$ cat config.mk
export PLATFORM = sky130hd
export DESIGN_NAME = lsu_mem_initiator
export DESIGN_NICKNAME = d
export VERILOG_FILES = /design/src/rtl/lsu_mem_initiator.sv
export SDC_FILE = /design/constraint.sdc
export NUM_CORES = 1
export LEC_CHECK = 0
export CORE_ASPECT_RATIO = 2
export CORE_MARGIN = 1.5
export CORE_UTILIZATION = 45
export DETAILED_ROUTE_END_ITERATION = 10
export PLACE_DENSITY = 0.78
export SLEW_MARGIN = 15
export SYNTH_ARGS = -nofsm -noshare
export SYNTH_HDL_FRONTEND = slang
export SYNTH_SLANG_ARGS = --single-unit
export TNS_END_PERCENT = 5
$ cat constraint.sdc
create_clock -name clk -period 2.7 [get_ports clk]
set_input_delay 0.405 -clock clk [delete_from_list [all_inputs] [get_ports clk]]
set_output_delay 0.405 -clock clk [all_outputs]
set_load 0.03 [all_outputs]
$ cat src/rtl/lsu_mem_initiator.sv
// Load/store initiator for a word-wide data memory without byte enables; sub-word stores use read-modify-write.
// Optional build macro LSU_MISALIGN_TRAP_EN: misaligned H/W accesses report resp_err instead of being force-aligned.
module lsu_mem_initiator #(
    parameter int ADDR_W    = 32,
    parameter int MEM_WORDS = 1024
) (
    input  logic              clk,
    input  logic              rst_n,
    input  logic              req_valid,
    output logic              req_ready,
    input  logic              req_store,
    input  logic [2:0]        req_funct3,
    input  logic [ADDR_W-1:0] req_addr,
    input  logic [31:0]       req_wdata,
    output logic              resp_valid,
    output logic [31:0]       resp_rdata,
    output logic              resp_err,
    output logic [ADDR_W-1:0] mem_addr,
    output logic [31:0]       mem_write_data,
    output logic              mem_read,
    output logic              mem_write,
    input  logic [31:0]       mem_read_data,
    input  logic              mem_ack
);

    // state | meaning
    // IDLE  | ready for a new access
    // RD    | read strobe held until ack (load, or first half of RMW)
    // WR    | write strobe held until ack
    // DONE  | one-cycle response pulse
    localparam int IDX_W = $clog2(MEM_WORDS);

    typedef enum logic [1:0] {S_IDLE, S_RD, S_WR, S_DONE} state_t;

    state_t              state, state_nx;
    logic                st_q;
    logic [2:0]          f3_q;
    logic [ADDR_W-1:0]   addr_q;
    logic [15:0]         wdata_q;

    logic                req_illegal, req_misal, req_err;
    logic [ADDR_W-1:0]   req_addr_al;
    logic [31:0]         lane_word, load_data, merge_data;

    always_comb begin
        req_illegal = (req_funct3 == 3'b011) || (req_funct3[2:1] == 2'b11);
        req_addr_al = req_addr;
        req_misal   = 1'b0;
`ifdef LSU_MISALIGN_TRAP_EN
        req_misal = ((req_funct3[1:0] == 2'b01) && req_addr[0]) ||
                    ((req_funct3[1:0] == 2'b10) && (req_addr[1:0] != 2'b00));
`else
        if (req_funct3[1:0] == 2'b01)
            req_addr_al[0] = 1'b0;
        else if (req_funct3[1:0] == 2'b10)
            req_addr_al[1:0] = 2'b00;
`endif
        req_err = req_illegal || req_misal;
    end

    // Word index kept as its own field; bits above it pass through untouched.
    assign mem_addr = {addr_q[ADDR_W-1:IDX_W+2], addr_q[IDX_W+1:2], 2'b00};

    always_comb begin
        lane_word = mem_read_data >> {addr_q[1:0], 3'b000};
        case (f3_q)
            3'b000:  load_data = {{24{lane_word[7]}}, lane_word[7:0]};
            3'b001:  load_data = {{16{lane_word[15]}}, lane_word[15:0]};
            3'b100:  load_data = {24'd0, lane_word[7:0]};
            3'b101:  load_data = {16'd0, lane_word[15:0]};
            default: load_data = mem_read_data;
        endcase
    end

    always_comb begin
        merge_data = mem_read_data;
        if (f3_q[1:0] == 2'b00)
            merge_data[{addr_q[1:0], 3'b000} +: 8] = wdata_q[7:0];
        else
            merge_data[{addr_q[1], 4'b0000} +: 16] = wdata_q;
    end

    always_ff @(posedge clk or negedge rst_n) begin
        if (!rst_n)
            state <= S_IDLE;
        else
            state <= state_nx;
    end

    always_comb begin
        state_nx   = state;
        req_ready  = 1'b0;
        resp_valid = 1'b0;
        mem_read   = 1'b0;
        mem_write  = 1'b0;
        case (state)
            S_IDLE: begin
                req_ready = 1'b1;
                if (req_valid) begin
                    if (req_err)
                        state_nx = S_DONE;
                    else if (req_store && (req_funct3[1:0] == 2'b10))
                        state_nx = S_WR;
                    else
                        state_nx = S_RD;
                end
            end
            S_RD: begin
                mem_read = 1'b1;
                if (mem_ack)
                    state_nx = st_q ? S_WR : S_DONE;
            end
            S_WR: begin
                mem_write = 1'b1;
                if (mem_ack)
                    state_nx = S_DONE;
            end
            S_DONE: begin
                resp_valid = 1'b1;
                state_nx   = S_IDLE;
            end
            default: state_nx = S_IDLE;
        endcase
    end

    always_ff @(posedge clk or negedge rst_n) begin
        if (!rst_n) begin
            st_q           <= 1'b0;
            f3_q           <= 3'b000;
            addr_q         <= '0;
            wdata_q        <= 16'd0;
            mem_write_data <= 32'd0;
            resp_rdata     <= 32'd0;
            resp_err       <= 1'b0;
        end else begin
            case (state)
                S_IDLE: begin
                    if (req_valid) begin
                        st_q    <= req_store;
                        f3_q    <= req_funct3;
                        addr_q  <= req_addr_al;
                        wdata_q <= req_wdata[15:0];
                        if (req_err) begin
                            resp_err   <= 1'b1;
                            resp_rdata <= 32'd0;
                        end else if (req_store && (req_funct3[1:0] == 2'b10)) begin
                            mem_write_data <= req_wdata;
                        end
                    end
                end
                S_RD: begin
                    if (mem_ack) begin
                        if (st_q) begin
                            mem_write_data <= merge_data;
                        end else begin
                            resp_rdata <= load_data;
                            resp_err   <= 1'b0;
                        end
                    end
                end
                S_WR: begin
                    if (mem_ack) begin
                        resp_rdata <= 32'd0;
                        resp_err   <= 1'b0;
                    end
                end
                default: ;
            endcase
        end
    end

endmodule

[Yosys cells after proc, flatten, opt, wreduce, memory -nomap -nowiden]
Index checks and enable logic that the tools add are counted.
Cells by class
  multiplexer cells: 36
  add/sub/neg operators: 2
  equality and inequality tests: 18
  reductions and logical operators: 11
  shift operators: 5
Operators with widths (number)
  32-bit 2-to-1 mux: 11
  32-bit one-hot mux with 4 select lines: 1
  32-bit one-hot mux with 3 select lines: 1
  32-bit bitwise mux: 2
  32-bit one-hot mux with 2 select lines: 1
  16-bit by 7-bit variable shift with 32-bit output (first input constant): 1
  8-bit by 7-bit variable shift with 32-bit output (first input constant): 1
  16-bit by 7-bit indexed part select with 32-bit output: 1
  8-bit by 7-bit indexed part select with 32-bit output: 1
  32-bit by 5-bit right shift with 16-bit output: 1
  2-bit != test (second input constant): 8
  5-bit negation with 7-bit output: 2
  1-bit 2-to-1 mux: 12
  2-bit 2-to-1 mux: 6
  6-bit AND reduction: 2
  2-bit equality test (second input constant): 4
  2-bit one-hot mux with 4 select lines: 1
  3-bit equality test (second input constant): 2
  2-bit by 1-bit equality test with 1-bit output (second input constant): 2
  2-bit logical NOT: 2
  3-bit by 1-bit equality test with 1-bit output (second input constant): 1
  3-bit by 2-bit equality test with 1-bit output (second input constant): 1
  3-bit logical NOT: 1
  1-bit one-hot mux with 3 select lines: 1
  other kinds (6): 6
Storage, ports and cells
  output and inout port bits: 101
  register bits after elaboration: 119
  input bits: 104

[Depth between registers and ports, before layout]
Gate-level depths: netlist (run 1).
  depth in word-level cells: 7
  mapped depth: 9
  depth with buffers taken out: 6

[Worst setup path after synthesis (run 1)]
OpenSTA, ideal clock, no wires.
  kind: flip-flop to flip-flop
  start: register state[1]
  end: register mem_write_data[11]
  data arrival time: 2.203 ns
  cell stages (with the launch flop): 9
  path slack: 0.373 ns
  buffers on the path: 2
  cell sequence: dfrtp_1 > inv_1 > ha_1 > buf_4 > clkinv_1 > o22a_1 > nor2_2 > buf_4 > mux2_2
Between the ends
  longest elaborated chain between the ends: 3
RTL lines
  start, declared: RTL line 35  | state_t state, state_nx;
  start signal, assigned: RTL line 87  | state <= state_nx;
  2-bit by 1-bit equality test with 1-bit output or 2-bit logical NOT (tied branches): RTL line 136  | case (state)
  2-bit != test (no source line) or 2-bit nonzero test (tied branches)
  6-bit AND reduction (no source line)
  end signal, assigned: RTL line 147  | mem_write_data <= req_wdata;
  end signal, assigned: RTL line 154  | mem_write_data <= merge_data;
  end, declared: RTL line 19  | output logic [31:0] mem_write_data,
Several ways; a longest one is shown, not always the timed one.
A chain may end at the register's enable or synchronous reset.

[Final worst setup path (run 1)]
  start: register state[1]
  end: output mem_read
Between the ends
  longest elaborated chain between the ends: 2
RTL lines
  2-bit by 1-bit equality test with 1-bit output: RTL line 96  | case (state)
  1-bit 2-to-1 mux: RTL line 96
  end, declared: RTL line 20  | output logic mem_read,
No other way between the ends.

==> results.py, run 1 <==
metrics = {
    "synthesis": {
        "synth_cell_types": 49,
        "synth_top_area_cell": "dfrtp_1",
        "synth.area.top_cells": "dfrtp_1 45%, mux2_2 16%, buf_4 4.0%",
        "synth_mux_area_share_pct": 18.1,
        "synth_top_family_by_area": "compound AO/OA/AOI/OAI gates",
        "yosys.cell_count.top_type": "dfrtp_1",
        "synthSimpleGateAreaFrac_pct": 7.72,
        "synthAdderAreaFrac_pct": 1.71,
        "synth-compound-area-share_pct": 20.2,
        "synth-async-reset-ratio_pct": 100,
        "synth-xor-area-share_pct": 0,
        "netlist.area_leader.share_pct": 45.2,
        "synth.avg_cell_area_um2": 11.2,
        "synthTopCellsByCount": "119 x dfrtp_1, 96 x mux2_2, 50 x o21ai_0",
        "synth_seq_area_share_pct": 45.2,
        "synth_edf_count": 0,
        "yosysWarnings": 0,
        "syn_area_um2": 6590,
        "syn_inst": 590,
        "synth_ff_type": "dfrtp_1",
        "ys_ff_latch": 119,
    },
    "placement": {
        "hpwl_um": 15900,
        "place.gp.congestion": 0.967,
        "dpl_cell_area_um2": 8650,
        "io_buffers": 202,
        "placedCellCount": 933,
    },
    "timing": {
        "report.final.slew_viol_count": 0,
        "hold-worst-slack_ps": 25.3,
        "max_freq_ghz": 0.392,
        "slew_headroom_pct": 34.3,
        "rsz0062_at_grt": "no",
        "min_period_ps": 2550,
        "timing.final.crit_share_pct": 94.5,
        "setup_tns_ps": 0,
        "setup_viol": 0,
        "worst_pin_slew_ps": 982,
        "skew_ps": 9.83,
        "hold_viol_final": 0,
    },
    "layout": {
        "final_nets": 873,
        "nFillCells": 1136,
        "layout-drive-gt1-share_pct": 21.3,
        "area_delta_synth_final_pct": 41.1,
        "final_cell_area_um2": 9310,
        "finalNonFillerCells": 966,
    },
    "global_route": {
        "grt_usage_pct": 27.9,
        "antenna_found_initial": 1,
        "grt_first_pass_wirelength_um": 32100,
        "use_met1_pct": 28.2,
        "grt_pass1_vias": 6052,
        "grt_use_met3_pct": 5.79,
        "top_usage_layer": "met2",
        "grt_max_degree": 54,
        "gr-total-overflow": 0,
        "grtUsageMet2_pct": 48.4,
    },
    "clocking": {
        "cts.path.max_buffers": 2,
        "cts_hold_buffers": 0,
        "clockRootBuffer": "clkbuf_16",
        "clock_sinks": 119,
        "cts_max_level": 4,
        "cts_tree": "built",
        "path_clk_slew_ps": 60,
        "insertion_delay_ps": 410,
        "numCtsBuffers": 17,
    },
    "worst_setup_path": {
        "crit_path_start_kind": "flop",
        "end_kind": "output pin",
        "critPathMaxFanout": 25,
        "crit_type": "reg -> out",
        "crit_arrival_ps": 2150,
        "critPathRequiredTime_ps": 2300,
        "r2r_cells": 8,
    },
    "floorplanning": {
        "num_io_pins": 205,
        "die-area_um2": 15400,
        "start_util_pct": 45.9,
        "rows": 62,
        "core_area_um2": 14400,
        "die_h_um": 174,
        "die_w_um": 88.6,
    },
    "power_and_ir_drop": {
        "peakVddDrop_v": 0.000763,
        "powerDensity_nw_per_um2": 1390,
        "p_leak_nw": 3.76,
        "power_w": 0.0130,
    },
    "detailed_routing": {
        "route.vias.total": 5690,
        "wirelength_um": 20800,
        "drc_errors": 0,
        "drtIter0Drc": 425,
        "drt-pass1-iter-count": 5,
        "wl_per_cell_um": 21.6,
        "ant_nets": 0,
        "vias_per_cell": 5.89,
    },
    "worst_hold_path": {
        "hold_class": "in -> async",
    },
    "run": {
        "maxCapViolCount": 0,
    },
    "run_status": {
        "status": "complete, no violations",
    },
}
[layout make-up]
class	count	area, um^2	share of cell area, %
Inverter	8	30.0	0.323
Clock inverter	12	198	2.12
Clock buffer	20	457	4.91
Tap cell	192	240	2.58
Antenna cell	1	2.50	0.0269
Timing Repair Buffer	225	2230	24.0
Multi-Input combinational cell	389	3170	34.1
Sequential cell	119	2980	32.0
[layout by cell type (no fill, tap or decap), types with 2 or more instances in the layout]
master / n
clkdlybuf4s50_1: 201
dfrtp_1: 119
mux2_2: 96
o21ai_0: 50
nor2b_1: 27
a311oi_1: 24
o2bb2ai_1: 24
nand2_1: 23
buf_4: 21
nor2_1: 20
clkbuf_16: 17
a221o_1: 16
o31ai_1: 16
a21oi_1: 12
mux2i_1: 9
ha_1: 9
nand3b_1: 8
a221oi_1: 8
a2bb2oi_1: 7
o22ai_1: 7
inv_1: 6
bufinv_16: 5
nand2b_1: 4
nor2_2: 3
clkinv_2: 3
buf_12: 3
clkinv_1: 2
a21o_1: 2
conb_1: 2
clkbuf_8: 2
clkinvlp_4: 2
[metal layers]
layer | vias up | wire, um
met5 | - | 0
met4 | 0 | 1620
met3 | 94 | 1120
met2 | 274 | 10900
met1 | 2795 | 7150
li1 | 2527 | -
[sequential cells by signal, indices dropped and copies added (netlist names)]
register	count
mem_write_data	32
f3_q	3
resp_err	1
resp_rdata	32
state	2
wdata_q	16
st_q	1
addr_q	32
[kinds of logic after synthesis]
| group | count (synthesis) |
|---|---|
| compound gates | 178 |
| flops | 119 |
| mux | 106 |
| simple gates | 94 |
| buf+inv | 83 |
| fa+ha+maj | 9 |
| other cells | 1 |
[critical path: stages, from the launching register on]
cell and delay, ps:
dfrtp_1 410, inv_1 110, ha_1 200, buf_4 260, clkdlybuf4s50_1 760
[per-stage QoR]
step,utilization (%),setup slack (ps)
3_5_place_dp,60.2,88.8
5_1_grt,64.8,69.8
4_1_cts,64.8,141
2_1_floorplan,-,373
6_report,64.8,149
3_3_place_gp,60.2,195
[timing repair]
| action | CTS | global route |
|---|---|---|
| gates resized for setup | 0 | 1 |
| buffers inserted | 0 | 0 |
| endpoints found under the setup margin | 0 | 16 |
[path summary, 6_finish.rpt]
| path | end | startpoint | slack [ps] |
|---|---|---|---|
| worst max-delay path | mem_read | state[1] | 150 |
| worst min-delay path | mem_write_data[6] | rst_n | 30 |
| worst max register to register | mem_write_data[29] | state[1] | 340 |
| worst min register to register | resp_rdata[10] | resp_rdata[10] | 480 |
| max in group asynchronous | wdata_q[11] | rst_n | 1980 |
| min in group clk | resp_rdata[10] | resp_rdata[10] | 480 |
[power breakdown]
| group | switching (W) | leakage, nW | total [W] | internal (W) |
|---|---|---|---|---|
| Combinational | 0.00397 | 1.97 | 0.00708 | 0.00311 |
| Clock | 0.000802 | 0.316 | 0.00249 | 0.00169 |
| Sequential | 0.000733 | 1.48 | 0.00341 | 0.00267 |
Note: power is estimated with default switching activity, not from simulation.
==> run 2: changes to the inputs <==
--- a/config.mk
+++ b/config.mk
@@ -11,4 +11,3 @@
 export DETAILED_ROUTE_END_ITERATION = 10
-export PLACE_DENSITY = 0.78
-export SLEW_MARGIN = 15
+export PLACE_DENSITY = 0.8
 export SYNTH_ARGS = -nofsm -noshare
==> constraint.sdc (replaced) <==
create_clock -name clk -period 2.7 [get_ports clk]
set_input_delay 0.54 -clock clk [delete_from_list [all_inputs] [get_ports clk]]
set_output_delay 0.54 -clock clk [all_outputs]
set_load 0.03 [all_outputs]
==> run 2 against run 1 <==
  * Via count fell by 0.16%
  * Sequential share of layout area rose by 0.17 points
  * Global-route usage rose by 0.75 points
  * Critical endpoint is now req_ready
==> results.py, run 2 (same netlist as run 1, synthesis figures left out) <==
metrics = {
    "timing": {
        "skew_ps": 14.9,
        "slew_headroom_pct": 36.8,
        "report.final.slew_viol_count": 0,
        "hold_viol_final": 0,
        "setup_tns_ps": 0,
        "rsz0062_at_grt": "no",
        "worst_pin_slew_ps": 944,
        "max_freq_ghz": 0.390,
        "min_period_ps": 2560,
        "timing.final.crit_share_pct": 94.9,
        "setup_viol": 0,
    },
    "clocking": {
        "cts_hold_buffers": 0,
        "cts_tree": "built",
        "cts_max_level": 4,
        "path_clk_slew_ps": 60,
        "clock_sinks": 119,
        "insertion_delay_ps": 420,
        "numCtsBuffers": 17,
        "cts_setup_buffers": 0,
        "cts.path.max_buffers": 2,
        "clockRootBuffer": "clkbuf_16",
    },
    "worst_setup_path": {
        "crit_path_max_incr_delay_ps": 740,
        "crit_path_start_kind": "flop",
        "cpMaxStageDelayCell": "clkdlybuf4s50_1",
        "crit_chain": "inv_1 > ha_1 > clkdlybuf4s50_1",
        "crit_path_start": "state[1]",
        "timing.rr.start": "state[1]",
        "critPathRequiredTime_ps": 2160,
        "crit_arrival_ps": 2020,
        "crit_type": "reg -> out",
        "critPathMaxFanout": 8,
        "end_kind": "output pin",
    },
    "layout": {
        "layout-drive-gt1-share_pct": 21.2,
        "reg_top3": "addr_q (32), mem_write_data (32), resp_rdata (32)",
        "final_cell_area_um2": 9260,
        "final_cell_mix": "200 x clkdlybuf4s50_1, 119 x dfrtp_1, 96 x mux2_2",
        "final_common_cell": "clkdlybuf4s50_1",
        "area_delta_synth_final_pct": 40.4,
        "final_nets": 869,
        "diodes": 0,
        "finalNonFillerCells": 961,
    },
    "run": {
        "maxCapViolCount": 0,
    },
    "floorplanning": {
        "core_area_um2": 14400,
        "start_util_pct": 45.9,
        "die_w_um": 88.6,
        "num_io_pins": 205,
        "rows": 62,
        "die-area_um2": 15400,
        "die_h_um": 174,
    },
    "power_and_ir_drop": {
        "clockPowerShare_pct": 18.6,
        "comb_power_share_pct": 55.0,
        "power_frac_seq_pct": 26.4,
        "p_leak_nw": 3.73,
        "powerDensity_nw_per_um2": 1400,
        "swShare_pct": 43.2,
        "p_int_w": 0.00734,
        "peakVddDrop_v": 0.000783,
        "p_sw_w": 0.00558,
    },
    "placement": {
        "dpl_cell_area_um2": 8630,
        "io_buffers": 202,
        "place.gp.congestion": 0.928,
        "hpwl_um": 16100,
        "placedCellCount": 929,
    },
    "global_route": {
        "antenna_found_initial": 0,
        "grt_usage_pct": 28.6,
        "gr-total-overflow": 0,
        "grt_pass1_vias": 6042,
        "grt_max_degree": 85,
        "grt_first_pass_wirelength_um": 32700,
    },
    "run_status": {
        "status": "complete, no violations",
    },
    "detailed_routing": {
        "drt-pass1-iter-count": 5,
        "wirelength_um": 21300,
        "wl_per_cell_um": 22.2,
        "vias_per_cell": 5.91,
        "drtIter0Drc": 363,
        "ant_nets": 0,
        "drc_errors": 0,
        "route.vias.total": 5681,
    },
    "worst_hold_path": {
        "hold_class": "in -> async",
    },
}
[run 2: cell count changes in the layout (fill, tap and decap cells not counted), sizes merged]
| cell | previous run | this run |
|---|---|---|
| buf | 24 | 21 |
| bufinv | 5 | 4 |
| clkbuf | 20 | 17 |
| clkdlybuf4s50 | 201 | 200 |
| clkinv | 6 | 8 |
| clkinvlp | 2 | 3 |
| diode | 1 | 0 |
| inv | 7 | 8 |
[run 2: cell type report]
type | count | area, um^2
fillers | 1116 | 5100
inverters | 8 | 30.0
clock inverters | 15 | 201
clock buffers | 17 | 425
multi-input cells | 389 | 3170
flip-flops and latches | 119 | 2980
repair buffers | 221 | 2210
well taps | 192 | 240
[run 2: timing repair]
| item | in CTS | in global routing |
|---|---|---|
| endpoints found under the setup margin | 0 | 16 |
| hold endpoints to repair | 0 | 0 |
| gates resized for setup | 0 | 1 |
[run 2: through the flow]
stage	hold WS, ps	power [W]	util [%]	setup WS [ps]
2_1_floorplan	244	0.00805	-	373
4_1_cts	86.5	0.0129	64.5	85.7
6_report	67.0	0.0129	64.5	137
5_1_grt	111	0.0135	64.5	42.4
3_5_place_dp	467	0.0105	60.1	-87.0
3_3_place_gp	462	0.0103	60.1	55.2
[run 2: per-layer routing]
metal / track usage, % / share of wire (%)
met5: 0 / 0
met2: 51.0 / 55
met1: 28.8 / 33
met4: 17.6 / 6.0
met3: 6.93 / 5.9
[run 2: worst paths after layout]
kind	endpoint	slack, ps	depth (start not counted)
worst max-delay path	req_ready	140	3
worst min-delay path	f3_q[1]	70	1
worst max register to register	mem_write_data[13]	170	8
worst min register to register	resp_rdata[8]	480	2
max in group asynchronous	mem_write_data[25]	1800	2
min in group clk	resp_rdata[8]	480	2
[run 2: power groups by stage]
stage	Combinational, W	Clock [W]	Sequential (W)
floorplan	0.00400	0	0.00405
global placement	0.00690	0	0.00337
detailed placement	0.00706	0	0.00341
CTS	0.00710	0.00244	0.00341
global route	0.00752	0.00251	0.00350
finish	0.00711	0.00241	0.00341
[run 2: critical path, delay by kind of cell, from the launching register on]
kind / cells / cell delay [ps]
buffers and inverters: 2 / 850
flip-flops: 1 / 410
adder cells (fa/ha/maj): 1 / 350
==> run 3: changes to the inputs <==
CORE_MARGIN = 2   (was 1.5)
==> run 3 against run 2 <==
  * Via count is 0.90% higher
  * Non-clock buffer count is 3 higher
  * Global-route usage is 0.88 points lower
  * Cell count is 0.42% higher
  * Count of clock-buffer cells in the layout stayed put
  * Utilization is 0.43 points higher
  * Die area is 1.7% higher
  * Critical endpoint unchanged
  * Largest cell class unchanged
  * Largest power group unchanged
==> results.py, run 3 (same netlist as run 1, synthesis figures left out) <==
metrics = {
    "run": {
        "maxCapViolCount": 0,
    },
    "detailed_routing": {
        "wl_per_cell_um": 22.0,
        "vias_per_cell": 5.94,
        "ant_nets": 0,
        "wirelength_um": 21200,
        "drtIter0Drc": 423,
        "drc_errors": 0,
        "drt-pass1-iter-count": 5,
        "route.vias.total": 5732,
    },
    "clocking": {
        "cts_resized": 0,
        "cts.path.max_buffers": 2,
        "cts_hold_buffers": 0,
        "path_clk_slew_ps": 60,
        "insertion_delay_ps": 420,
        "cts_tree": "built",
        "numCtsBuffers": 17,
        "cts_setup_buffers": 0,
        "clockRootBuffer": "clkbuf_16",
        "cts_max_level": 4,
        "clock_sinks": 119,
    },
    "global_route": {
        "antenna_found_initial": 1,
        "grt_usage_pct": 27.8,
        "gr-total-overflow": 0,
        "grt_first_pass_wirelength_um": 32600,
        "use_met1_pct": 28.4,
        "grt_max_degree": 47,
        "grt_pass1_vias": 6114,
        "grt_use_met3_pct": 7.13,
        "grtUsageMet2_pct": 46.3,
        "top_usage_layer": "met2",
    },
    "timing": {
        "hold_viol_final": 0,
        "timing.final.crit_share_pct": 94.2,
        "skew_ps": 9.31,
        "min_period_ps": 2540,
        "worst_pin_slew_ps": 976,
        "report.final.slew_viol_count": 0,
        "max_freq_ghz": 0.393,
        "rsz0062_at_grt": "no",
        "slew_headroom_pct": 34.7,
        "setup_tns_ps": 0,
        "finalWorstSetupSlack_ps": 156,
        "setup_viol": 0,
    },
    "layout": {
        "area_delta_synth_final_pct": 41.3,
        "layout-drive-gt1-share_pct": 21.5,
        "final_cell_area_um2": 9320,
        "final_util_pct": 64.9,
        "reg_top3": "addr_q (32), mem_write_data (32), resp_rdata (32)",
        "final_cell_mix": "200 x clkdlybuf4s50_1, 119 x dfrtp_1, 96 x mux2_2",
        "final_common_cell": "clkdlybuf4s50_1",
        "final_nets": 872,
    },
    "placement": {
        "hpwl_um": 16000,
        "io_buffers": 202,
        "dpl_cell_area_um2": 8650,
        "place.gp.congestion": 0.987,
        "post-place-ws_ps": -54.8,
    },
    "worst_setup_path": {
        "end_kind": "output pin",
        "critPathMaxFanout": 8,
        "crit_path_start_kind": "flop",
        "rrSetupSlack_ps": 210,
        "timing.rr.start": "addr_q[1]",
        "timing.rr.end": "mem_write_data[20]",
        "crit_type": "reg -> out",
        "crit_arrival_ps": 2000,
        "r2r_cells": 6,
        "critPathRequiredTime_ps": 2160,
    },
    "floorplanning": {
        "start_util_pct": 45.9,
        "die_w_um": 89.6,
        "num_io_pins": 205,
        "core_area_um2": 14400,
        "die_h_um": 175,
        "die-area_um2": 15700,
        "rows": 62,
    },
    "run_status": {
        "status": "complete, no violations",
    },
    "power_and_ir_drop": {
        "powerDensity_nw_per_um2": 1400,
        "p_leak_nw": 3.77,
        "peakVddDrop_v": 0.000800,
        "power_w": 0.0131,
    },
    "worst_hold_path": {
        "hold_class": "in -> async",
    },
}
## run 3: metal layers
metal / share of wire (%) / wire, um
met5: 0 / 0
met4: 7.7 / 1630
met3: 6.0 / 1270
met2: 53 / 11200
met1: 33 / 7070
## run 3: how the worst max path moves through the flow
stage	from	endpoint	slack, ps	depth (start not counted)
6_report	state[1]	req_ready	160	3
5_1_grt	state[0]	req_ready	80	3
4_1_cts	state[0]	resp_rdata[27]	140	6
3_5_place_dp	req_funct3[0]	resp_rdata[27]	-50	5
3_3_place_gp	req_funct3[0]	resp_rdata[30]	90	5
2_1_floorplan	state[1]	mem_write_data[11]	370	8
## run 3: report_power, final
group / leakage [nW] / internal [W] / switching (W)
sequential: 1.48 / 0.00267 / 0.000741
combinational: 1.97 / 0.00313 / 0.00398
clock: 0.324 / 0.00166 / 0.000888
## run 3: cell type report
cell class	count	area (um^2)
fill	1111	5030
multi-input combinational	389	3170
sequential	119	2980
timing repair buffer	224	2230
clock buffer	17	425
tap	192	240
clock inverter	15	238
inverter	8	30.0
antenna	1	2.50
## run 3: worst max-delay path, cell delays in order (launching register included)
cell,delay (ps)
dfrtp_1,400
inv_1,100
ha_1,340
clkdlybuf4s50_1,740
## run 3: metrics by stage
step           cells  hold slack [ps]
2_1_floorplan    591              244
3_3_place_gp     932              460
3_5_place_dp     932              465
4_1_cts          964              147
5_1_grt          965              161
6_report         965              131
